`config.mk`:
```
export PLATFORM = sky130hd
export DESIGN_NAME = rib_arbiter
export DESIGN_NICKNAME = d
export VERILOG_FILES = /design/src/rtl/rib_arbiter.sv
export SDC_FILE = /design/constraint.sdc
export NUM_CORES = 1
export LEC_CHECK = 0
export ABC_AREA = 1
export BUFFER_PORTS_ARGS = -buffer_cell sky130_fd_sc_hd__buf_2
export CORE_ASPECT_RATIO = 1.75
export CORE_MARGIN = 2
export CORE_UTILIZATION = 30
export DETAILED_ROUTE_END_ITERATION = 10
export GPL_ROUTABILITY_DRIVEN = 1
export HOLD_SLACK_MARGIN = 0.12
export PLACE_DENSITY_LB_ADDON = 0.3
export RECOVER_POWER = 50
export SETUP_SLACK_MARGIN = 0.2
export SYNTH_ARGS = -nofsm -noshare
export SYNTH_HDL_FRONTEND = slang
export SYNTH_SLANG_ARGS = --single-unit
```
`constraint.sdc`:
```
create_clock -name clk -period 1.9 [get_ports clk]
set_clock_uncertainty 0.1 [all_clocks]
set_input_delay 0.095 -clock clk [delete_from_list [all_inputs] [get_ports clk]]
set_output_delay 0.095 -clock clk [all_outputs]
set_load 0.1 [all_outputs]
```
`src/rtl/rib_arbiter.sv`:
```
// -----------------------------------------------------------------------------
// rib_arbiter
//
// Registered round-robin arbiter for the 4-master RIB interconnect. It samples
// the master requests and registers a one-hot grant plus the encoded owner
// index that steers the RIB address/data muxes. It also handles tenure limits,
// bus locking and a high-priority (debug) master override, and it produces the
// pipeline hold flag for the core.
//
// Parameters:
//   MAX_TENURE   cycles an unlocked owner may keep the bus while another
//                master waits (0 disables tenure preemption)
//   PRIO_MASTER  master index that bypasses round-robin and preempts
//                unlocked owners
//   FETCH_MASTER master index of the instruction-fetch port; its grant does
//                not stall the pipeline
//
// Ports:
//   clk          system clock, rising edge
//   rst          asynchronous active-high reset
//   req_i[3:0]   per-master bus request
//   lock_i[3:0]  per-master lock; a locked owner is never preempted
//   gnt_o[3:0]   registered one-hot grant (all zero when idle)
//   gnt_id_o     registered owner index, meaningful when gnt_valid_o=1
//   gnt_valid_o  some master owns the bus
//   hold_flag_o  combinational pipeline stall request
//   timeout_o    one-cycle pulse when an owner loses the bus to the tenure limit
// -----------------------------------------------------------------------------
module rib_arbiter #(
  parameter int MAX_TENURE   = 16,
  parameter int PRIO_MASTER  = 3,
  parameter int FETCH_MASTER = 1
) (
  input  logic       clk,
  input  logic       rst,
  input  logic [3:0] req_i,
  input  logic [3:0] lock_i,
  output logic [3:0] gnt_o,
  output logic [1:0] gnt_id_o,
  output logic       gnt_valid_o,
  output logic       hold_flag_o,
  output logic       timeout_o
);

  // Tenure counter only needs to reach MAX_TENURE-1.
  localparam int              TW          = (MAX_TENURE > 2) ? $clog2(MAX_TENURE) : 1;
  localparam int              TEN_LAST_I  = (MAX_TENURE > 0) ? MAX_TENURE - 1 : 0;
  localparam logic [TW-1:0]   TEN_LAST    = TW'(TEN_LAST_I);
  localparam logic            TENURE_EN   = (MAX_TENURE != 0);
  localparam logic [1:0]      PRIO_ID     = 2'(PRIO_MASTER);
  localparam logic [1:0]      FETCH_ID    = 2'(FETCH_MASTER);
  localparam logic [3:0]      FETCH_MASK  = 4'(1) << FETCH_MASTER;

  typedef enum logic {
    IDLE = 1'b0,
    BUSY = 1'b1
  } state_t;

  state_t        r_state;
  logic [1:0]    r_gnt_id;
  logic [1:0]    r_rr_ptr;
  logic [TW-1:0] r_tenure;
  logic [3:0]    r_gnt;
  logic          r_timeout;

  state_t        w_state_next;
  logic [1:0]    w_gnt_id_next;
  logic [1:0]    w_rr_ptr_next;
  logic [TW-1:0] w_tenure_next;
  logic [3:0]    w_gnt_next;
  logic          w_timeout_next;

  logic [3:0]    w_owner_oh;
  logic [3:0]    w_others;
  logic          w_owner_req;
  logic          w_owner_lock;

  // Priority master wins outright; otherwise search upward from the slot
  // after the last owner, wrapping. k=4 wraps back onto ptr itself.
  function automatic logic [1:0] pick(input logic [3:0] mask, input logic [1:0] ptr);
    logic [1:0] idx;
    logic       found;
    pick  = ptr;
    found = 1'b0;
    if (mask[PRIO_ID]) begin
      pick = PRIO_ID;
    end else begin
      for (int k = 1; k <= 4; k++) begin
        idx = ptr + 2'(k);
        if (!found && mask[idx]) begin
          pick  = idx;
          found = 1'b1;
        end
      end
    end
  endfunction

  // One-hot views of the current owner and the next grant.
  genvar gi;
  generate
    for (gi = 0; gi < 4; gi++) begin : g_onehot
      assign w_owner_oh[gi] = (r_gnt_id == 2'(gi));
      assign w_gnt_next[gi] = (w_state_next == BUSY) && (w_gnt_id_next == 2'(gi));
    end
  endgenerate

  assign w_others     = req_i & ~w_owner_oh;
  assign w_owner_req  = req_i[r_gnt_id];
  assign w_owner_lock = lock_i[r_gnt_id];

  always_ff @(posedge clk or posedge rst) begin
    if (rst) begin
      r_state   <= IDLE;
      r_gnt_id  <= 2'd0;
      r_rr_ptr  <= 2'd3;  // master 0 wins the first round-robin pick
      r_tenure  <= '0;
      r_gnt     <= 4'd0;
      r_timeout <= 1'b0;
    end else begin
      r_state   <= w_state_next;
      r_gnt_id  <= w_gnt_id_next;
      r_rr_ptr  <= w_rr_ptr_next;
      r_tenure  <= w_tenure_next;
      r_gnt     <= w_gnt_next;
      r_timeout <= w_timeout_next;
    end
  end

  always_comb begin
    w_state_next   = r_state;
    w_gnt_id_next  = r_gnt_id;
    w_rr_ptr_next  = r_rr_ptr;
    w_tenure_next  = r_tenure;
    w_timeout_next = 1'b0;

    case (r_state)
      IDLE: begin
        if (|req_i) begin
          w_state_next  = BUSY;
          w_gnt_id_next = pick(req_i, r_rr_ptr);
          w_rr_ptr_next = w_gnt_id_next;
          w_tenure_next = '0;
        end
      end

      BUSY: begin
        if (!w_owner_req) begin
          // Release wins over everything, including a same-cycle tenure
          // expiry, so no timeout pulse here. Handoff is back-to-back.
          if (|req_i) begin
            w_gnt_id_next = pick(req_i, r_rr_ptr);
            w_rr_ptr_next = w_gnt_id_next;
            w_tenure_next = '0;
          end else begin
            w_state_next  = IDLE;
            w_tenure_next = '0;
          end
        end else if (req_i[PRIO_ID] && (r_gnt_id != PRIO_ID) && !w_owner_lock) begin
          w_gnt_id_next = PRIO_ID;
          w_rr_ptr_next = PRIO_ID;
          w_tenure_next = '0;
        end else if (TENURE_EN && (r_tenure == TEN_LAST) && !w_owner_lock && (|w_others)) begin
          w_gnt_id_next  = pick(w_others, r_rr_ptr);
          w_rr_ptr_next  = w_gnt_id_next;
          w_tenure_next  = '0;
          w_timeout_next = 1'b1;
        end else if (TENURE_EN && (r_tenure != TEN_LAST)) begin
          w_tenure_next = r_tenure + 1'b1;
        end
      end

      default: begin
        w_state_next = IDLE;
      end
    endcase
  end

  assign gnt_o       = r_gnt;
  assign gnt_id_o    = r_gnt_id;
  assign gnt_valid_o = (r_state == BUSY);
  assign timeout_o   = r_timeout;

  // Stall whenever a non-fetch master owns the bus or is asking for it.
  assign hold_flag_o = (gnt_valid_o && (r_gnt_id != FETCH_ID)) || (|(req_i & ~FETCH_MASK));

endmodule

```
Word-level counts from Yosys, hierarchy flattened
Index checks and enable logic that the tools add are counted.
{"block": "classes", "bitwise_logic": 3, "n_lt_le_gt_ge": 5, "multipliers": 0, "n_div": 0, "n_reduce_logical": 36, "mux": 101, "n_addsub": 4, "eq_ne": 14, "shifts": 0}
{"op": "1-bit two-way mux", "n": 58}
{"op": "2-bit two-way mux", "n": 24}
{"op": "1-bit binary-select mux with 2-bit select", "n": 10}
{"op": "4-bit two-way mux", "n": 5}
{"op": "1-bit logical AND", "n": 18}
{"op": "2-bit by 3-bit less-than comparator with 1-bit output (second input constant)", "n": 5}
{"op": "1-bit zero test", "n": 10}
{"op": "2-bit equality test (second input constant)", "n": 4}
{"op": "2-bit case mux with 2 select lines", "n": 2}
{"op": "4-bit case mux with 2 select lines", "n": 1}
{"op": "4-bit OR reduction", "n": 2}
{"op": "5-bit by 2-bit != test with 1-bit output (second input constant)", "n": 1}
{"op": "2-bit adder (second input constant)", "n": 2}
{"op": "4-bit by 1-bit adder with 4-bit output (second input constant)", "n": 1}
{"op": "4-bit bitwise AND", "n": 1}
{"op": "2-bit by 1-bit equality test with 1-bit output (second input constant)", "n": 2}
{"op": "4-bit equality test (second input constant)", "n": 1}
{"op": "2-bit zero test", "n": 2}
{"op": "2-bit != test (second input constant)", "n": 2}
{"op": "4-bit by 2-bit != test with 1-bit output (second input constant)", "n": 1}
{"op": "4-bit != test (second input constant)", "n": 1}
{"op": "4-bit inverter", "n": 1}
{"op": "3-bit by 1-bit != test with 1-bit output (second input constant)", "n": 1}
{"op": "3-bit AND reduction", "n": 1}
{"op": "7 further kinds", "n": 7}
{"block": "totals", "mem_bits_rw": 0, "ff_bits": 14, "elab_cells": 169, "latchBits": 0, "mem_count": 0, "mem_bits_ro": 0, "input_bits": 10}

Logic depth before layout (Yosys ltp)
{"block": "depth", "depth_word": 37, "ltp_mapped": 15, "ltp_nobuf": 14}

Least setup slack after synthesis
OpenSTA, ideal clock, no wires.
{"block": "synth_timing", "kind": "register to register", "start": "register r_gnt_id[0], in the netlist gnt_id_o[0]", "end": "register r_tenure[0]", "period_less_slack_ps": 2291, "required_ps": 1681, "path_stages_with_launch": 14, "t_arrival_ps": 2072, "path_slack_ps": -391, "setup_ps": 119, "cell_sequence": "dfrtp_1 > buf_6 > nand2_1 > o21ai_1 > nand2_1 > nand2_1 > inv_2 > nand2_4 > nor2_4 > nand2_4 > nor2_4 > nor2_2 > o21ai_2 > o21a_1"}
{"block": "synth_via", "elab_chain_len": 9}
{"item": "from (decl)", "line": "60", "source": "logic [1:0] r_gnt_id;"}
{"item": "from (signal assigned)", "line": "121", "source": "r_gnt_id <= w_gnt_id_next;"}
{"item": "2-bit by 1-bit equality test with 1-bit output (tied with other cells)", "line": "102", "source": "assign w_owner_oh[gi] = (r_gnt_id == 2'(gi));"}
{"item": "4-bit inverter / 1-bit two-way mux (equally long branches)", "line": "107, 109"}
{"item": "4-bit bitwise AND / 1-bit zero test (equally long branches)", "line": "107, 158, 162"}
{"item": "4-bit OR reduction / 1-bit logical AND (equally long branches)", "line": "162", "source": "end else if (TENURE_EN && (r_tenure == TEN_LAST) && !w_owner_lock && (|w_others)) begin"}
{"item": "1-bit logical AND", "line": "162"}
{"item": "4-bit two-way mux", "line": "162"}
{"item": "4-bit two-way mux", "line": "158", "source": "end else if (req_i[PRIO_ID] && (r_gnt_id != PRIO_ID) && !w_owner_lock) begin"}
{"item": "4-bit two-way mux", "line": "147", "source": "if (!w_owner_req) begin"}
{"item": "4-bit case mux with 2 select lines", "line": "136", "source": "case (r_state)"}
{"item": "to (signal assigned)", "line": "123", "source": "r_tenure <= w_tenure_next;"}
{"item": "to (decl)", "line": "62", "source": "logic [TW-1:0] r_tenure;"}
Several ways; a longest one is shown, not always the timed one. The select of a mux whose other input is x is not followed.
A chain may end at the register's enable or synchronous reset.

Final worst setup path
{"block": "layout_timing", "start": "register r_rr_ptr[0]", "end": "register r_gnt[0], in the netlist gnt_o[0]"}
{"block": "layout_via", "elab_chain_len": 35}
{"item": "from (decl)", "line": "61", "source": "logic [1:0] r_rr_ptr;"}
{"item": "from (signal assigned)", "line": "122", "source": "r_rr_ptr <= w_rr_ptr_next;"}
{"item": "2-bit by 1-bit adder with 2-bit output", "line": "89", "source": "idx = ptr + 2'(k);"}
{"item": "1-bit binary-select mux with 2-bit select", "line": "90", "source": "if (!found && mask[idx]) begin"}
{"item": "1-bit two-way mux (not written as such)", "line": "90"}
{"item": "1-bit two-way mux", "line": "90"}
{"item": "1-bit two-way mux", "line": "85", "source": "if (mask[PRIO_ID]) begin"}
{"item": "1-bit two-way mux", "line": "162"}
{"item": "1-bit two-way mux", "line": "158"}
{"item": "1-bit two-way mux", "line": "147"}
{"item": "[... 21 more ...]"}
{"item": "2-bit two-way mux", "line": "162"}
{"item": "2-bit two-way mux", "line": "158"}
{"item": "2-bit two-way mux", "line": "147"}
{"item": "2-bit case mux with 2 select lines (*)", "line": "136"}
{"item": "named net w_gnt_id_next[1]", "line": "67", "source": "logic [1:0] w_gnt_id_next;"}
{"item": "2-bit zero test (*)", "line": "103", "source": "assign w_gnt_next[gi] = (w_state_next == BUSY) && (w_gnt_id_next == 2'(gi));"}
{"item": "1-bit logical AND (*)", "line": "103"}
{"item": "named net w_gnt_next[0]", "line": "70", "source": "logic [3:0] w_gnt_next;"}
{"item": "to (signal assigned)", "line": "124", "source": "r_gnt <= w_gnt_next;"}
{"item": "to (decl)", "line": "63", "source": "logic [3:0] r_gnt;"}
Mark *: on every way through the listed nets, which the timed path passes. The rest lies on a longest branch. The select of a mux whose other input is x is not followed.

==> results.md <==
* Core area at 4364 um^2
* Register clock-pin slew on the reported worst setup and hold paths at 0.06 ns
* Req. time, crit path at 1.98 ns
* Largest area contributor in the netlist: dfrtp_1
* Syn nets at 197
* R2R Setup Slk at 0.03 ns
* Commonest non-fill, non-tap cell in the layout: nand2_1
* Critical path launch point type: flip-flop
* Starting DRT DRC Count at 20
* # setup viols final at 0
* Fin crit share at 0.9867
* CP arrival at 1.95 ns
* Diodes inserted at 0
* #FFs+latches synth at 14
* Final slew viol count at 0
* # nets final at 240
* Worst hold path type: input port to flip-flop
* CTS tree: done
* Critical path peak fanout at 6
* Worst-Skew Late Latency at 0.24 ns
* Placed Cells at 263
* Relative slew margins at 0.6222
* Fin crit period at 1.875 ns
* Register Area at 361.6 um^2
* Area share of the largest cell type after synthesis at 0.2222
* Gpl congestion at 0.8753
* Worst Hold End: timeout_o$_DFF_PP0_
* Clk sinks at 14
* Initial DRT Pass Iterations at 4
* FP Rows at 32
* Starting Density at 0.3096
* Cells after Synth at 186
* Crit end category: flip-flop
* Fmax at 533.4 MHz
* Layout Cells excl Fill at 279
* Via density at 4.864
* Area grow syn2layout at 36.67%
* Largest cells by area after synthesis: dfrtp_1, nand2_1, nand3_1
* Setup TNS at 0 ns
* Setup CP Type: flip-flop to flip-flop
* Gr usage total at 0.1740
* Final non-filler cell area at 1847 um^2
* First-pass GRT wire length at 6513 um
* Post-Syn Area at 1351 um^2
* Reg2Reg Depth at 11
* Most frequent cells in the layout: nand2_1, nand2_2, buf_4
* RSZ-0062 raised after global routing: yes
* Status: completed
* Netlist cell types at 29
* Multi-input logic area at 987.2 um^2
* Boundary pin count at 19
* CTS buffer count at 3
* Peak supply drop at 1.146 mV
* Slew at the pin with the worst max-slew slack at 0.5661 ns
* WL per Instance at 13.61 um
* # fillers at 472
* # H-tree levels at 1
* Final Hold Fails at 0
* Post-DRT Antenna Nets at 0
* Routed via count at 1357
* Drt total wl at 3798 um
* Cell Pwr Density at 1851 nW/um^2
* Root Driver: clkbuf_8
* Die height at 92.79 um
* Avg Cell Area, Syn at 7.265 um^2
* Largest net degree at the start of global routing at 15
* Die width at 54.74 um
* Max-cap violations at 0
* Sequential share of the synthesized area at 0.2611
* Layout cell share with drive strength beyond 1 at 0.5439
* Hold Crit Start: lock_i[3]
* Full die area at 5079 um^2
* Buffers added on ports at 18
* Warnings, synthesis at 0
* Drt drc at 0
* Vias in the first global route at 1370
* RR Endpoint: gnt_o[0]$_DFF_PP0_
* Reg-to-Reg Start: r_rr_ptr[0]$_DFFE_PP1P_
* Hold Crit Depth at 4
* Dpl hpwl at 2977 um
* Area of placed instances at 1594 um^2
* Total gr overflow at 0
* Leak at 0.9287 nW
* Antenna violations before repair at 0
* Max Root-Sink Buffers at 2
[what timing repair did]
| item | in CTS | in global routing |
|---|---|---|
| setup buffers | 9 | 2 |
| gates resized for setup | 25 | 7 |
| pin swaps | 13 | 0 |
| hold buffers | 1 | 0 |
| endpoints found under the setup margin | 13 | 13 |
| endpoints found under the hold margin | 12 | 0 |
[metrics by stage]
step                utilization  hold WS [ns]  setup WS (ns)  total power, W
finish                   0.4232        0.1335        0.02531        0.003419
global route             0.4232        0.1421        -0.1343        0.003707
CTS                      0.4143        0.1287      -0.004812        0.003355
detailed placement       0.3653       0.07877       -0.05285        0.002793
global placement         0.3653       0.07159       -0.02795        0.002778
floorplan                     -       -0.1172       -0.02074        0.002294
[registers in the layout (all words and copies together) (netlist names)]
register / flops
gnt_id_o: 2
gnt_o: 4
gnt_valid_o: 1
r_rr_ptr: 2
r_tenure: 4
timeout_o: 1
[power by group]
group	internal, W	switching, W
clock	0.000148	0.000101
sequential	0.000419	0.000108
combinational	0.000971	0.00167
total	0.00154	0.00188
[worst max path at each step]
stage	depth (start not counted)	end	startpoint	slack, ns
final	11	gnt_o[0]$_DFF_PP0_	r_rr_ptr[0]$_DFFE_PP1P_	0.03
after CTS	12	gnt_o[3]$_DFF_PP0_	r_rr_ptr[0]$_DFFE_PP1P_	-0.005
after global routing	13	gnt_o[2]$_DFF_PP0_	r_rr_ptr[0]$_DFFE_PP1P_	-0.13
after detailed placement	13	gnt_o[0]$_DFF_PP0_	r_rr_ptr[0]$_DFFE_PP1P_	-0.05
after global placement	13	gnt_o[0]$_DFF_PP0_	r_rr_ptr[0]$_DFFE_PP1P_	-0.03
after floorplan	12	r_tenure[0]$_DFFE_PP0P_	gnt_id_o[0]$_DFF_PP0_	-0.02
[cells by family (layout without fill, tap and decap cells)]
logic type,after synthesis,after routing,share of synthesized area
flip-flops,14,14,0.2611
AO/OA/AOI/OAI,17,17,0.08797
buffers and inverters,25,67,0.09353
XOR/XNOR,2,2,0.01297
AND/OR/NAND/NOR,127,127,0.5352
adder cells (fa/ha/maj),1,1,0.009258
[synth_stat cells]
library cell / instances
nand2_1: 44
nand3_1: 26
nand2_2: 18
nand3_2: 13
dfrtp_1: 12
inv_1: 10
inv_2: 10
nor2_1: 8
nand2_4: 6
o21ai_0: 6
buf_6: 4
nand4_1: 3
nor2_2: 3
nor2_4: 3
a21oi_1: 2
dfstp_2: 2
nor3_1: 2
o21ai_1: 2
o21ai_2: 2
a21oi_2: 1
a21oi_4: 1
a31oi_1: 1
ha_1: 1
inv_4: 1
nor4_1: 1
o211ai_2: 1
o21a_1: 1
xnor2_1: 1
xor2_1: 1
[routing by layer]
layer / GRT usage / routed length [um]
met5: 0 / 0
met4: 0.05833 / 92
met3: 0.01613 / 115
met2: 0.3274 / 2266
met1: 0.1865 / 1324
[worst max-delay path, stage by stage (launching register included)]
cell     delay (ns)
dfstp_2        0.61
buf_12         0.14
nand2_1        0.08
a21oi_1        0.29
nand2_2        0.09
nand3_2        0.08
nand3_2        0.06
nand2_2        0.08
nand2_4        0.06
nor2_4         0.09
nor2_4         0.04
nor2_1         0.09
[final cells by class]
cell class / count / area share
Clock buffer: 4 / 0.02439
Inverter: 21 / 0.05081
Multi-Input combinational cell: 147 / 0.5346
Sequential cell: 14 / 0.1958
Tap cell: 51 / 0.03455
Timing Repair Buffer: 42 / 0.1599
(Power assumes the default switching activity.)
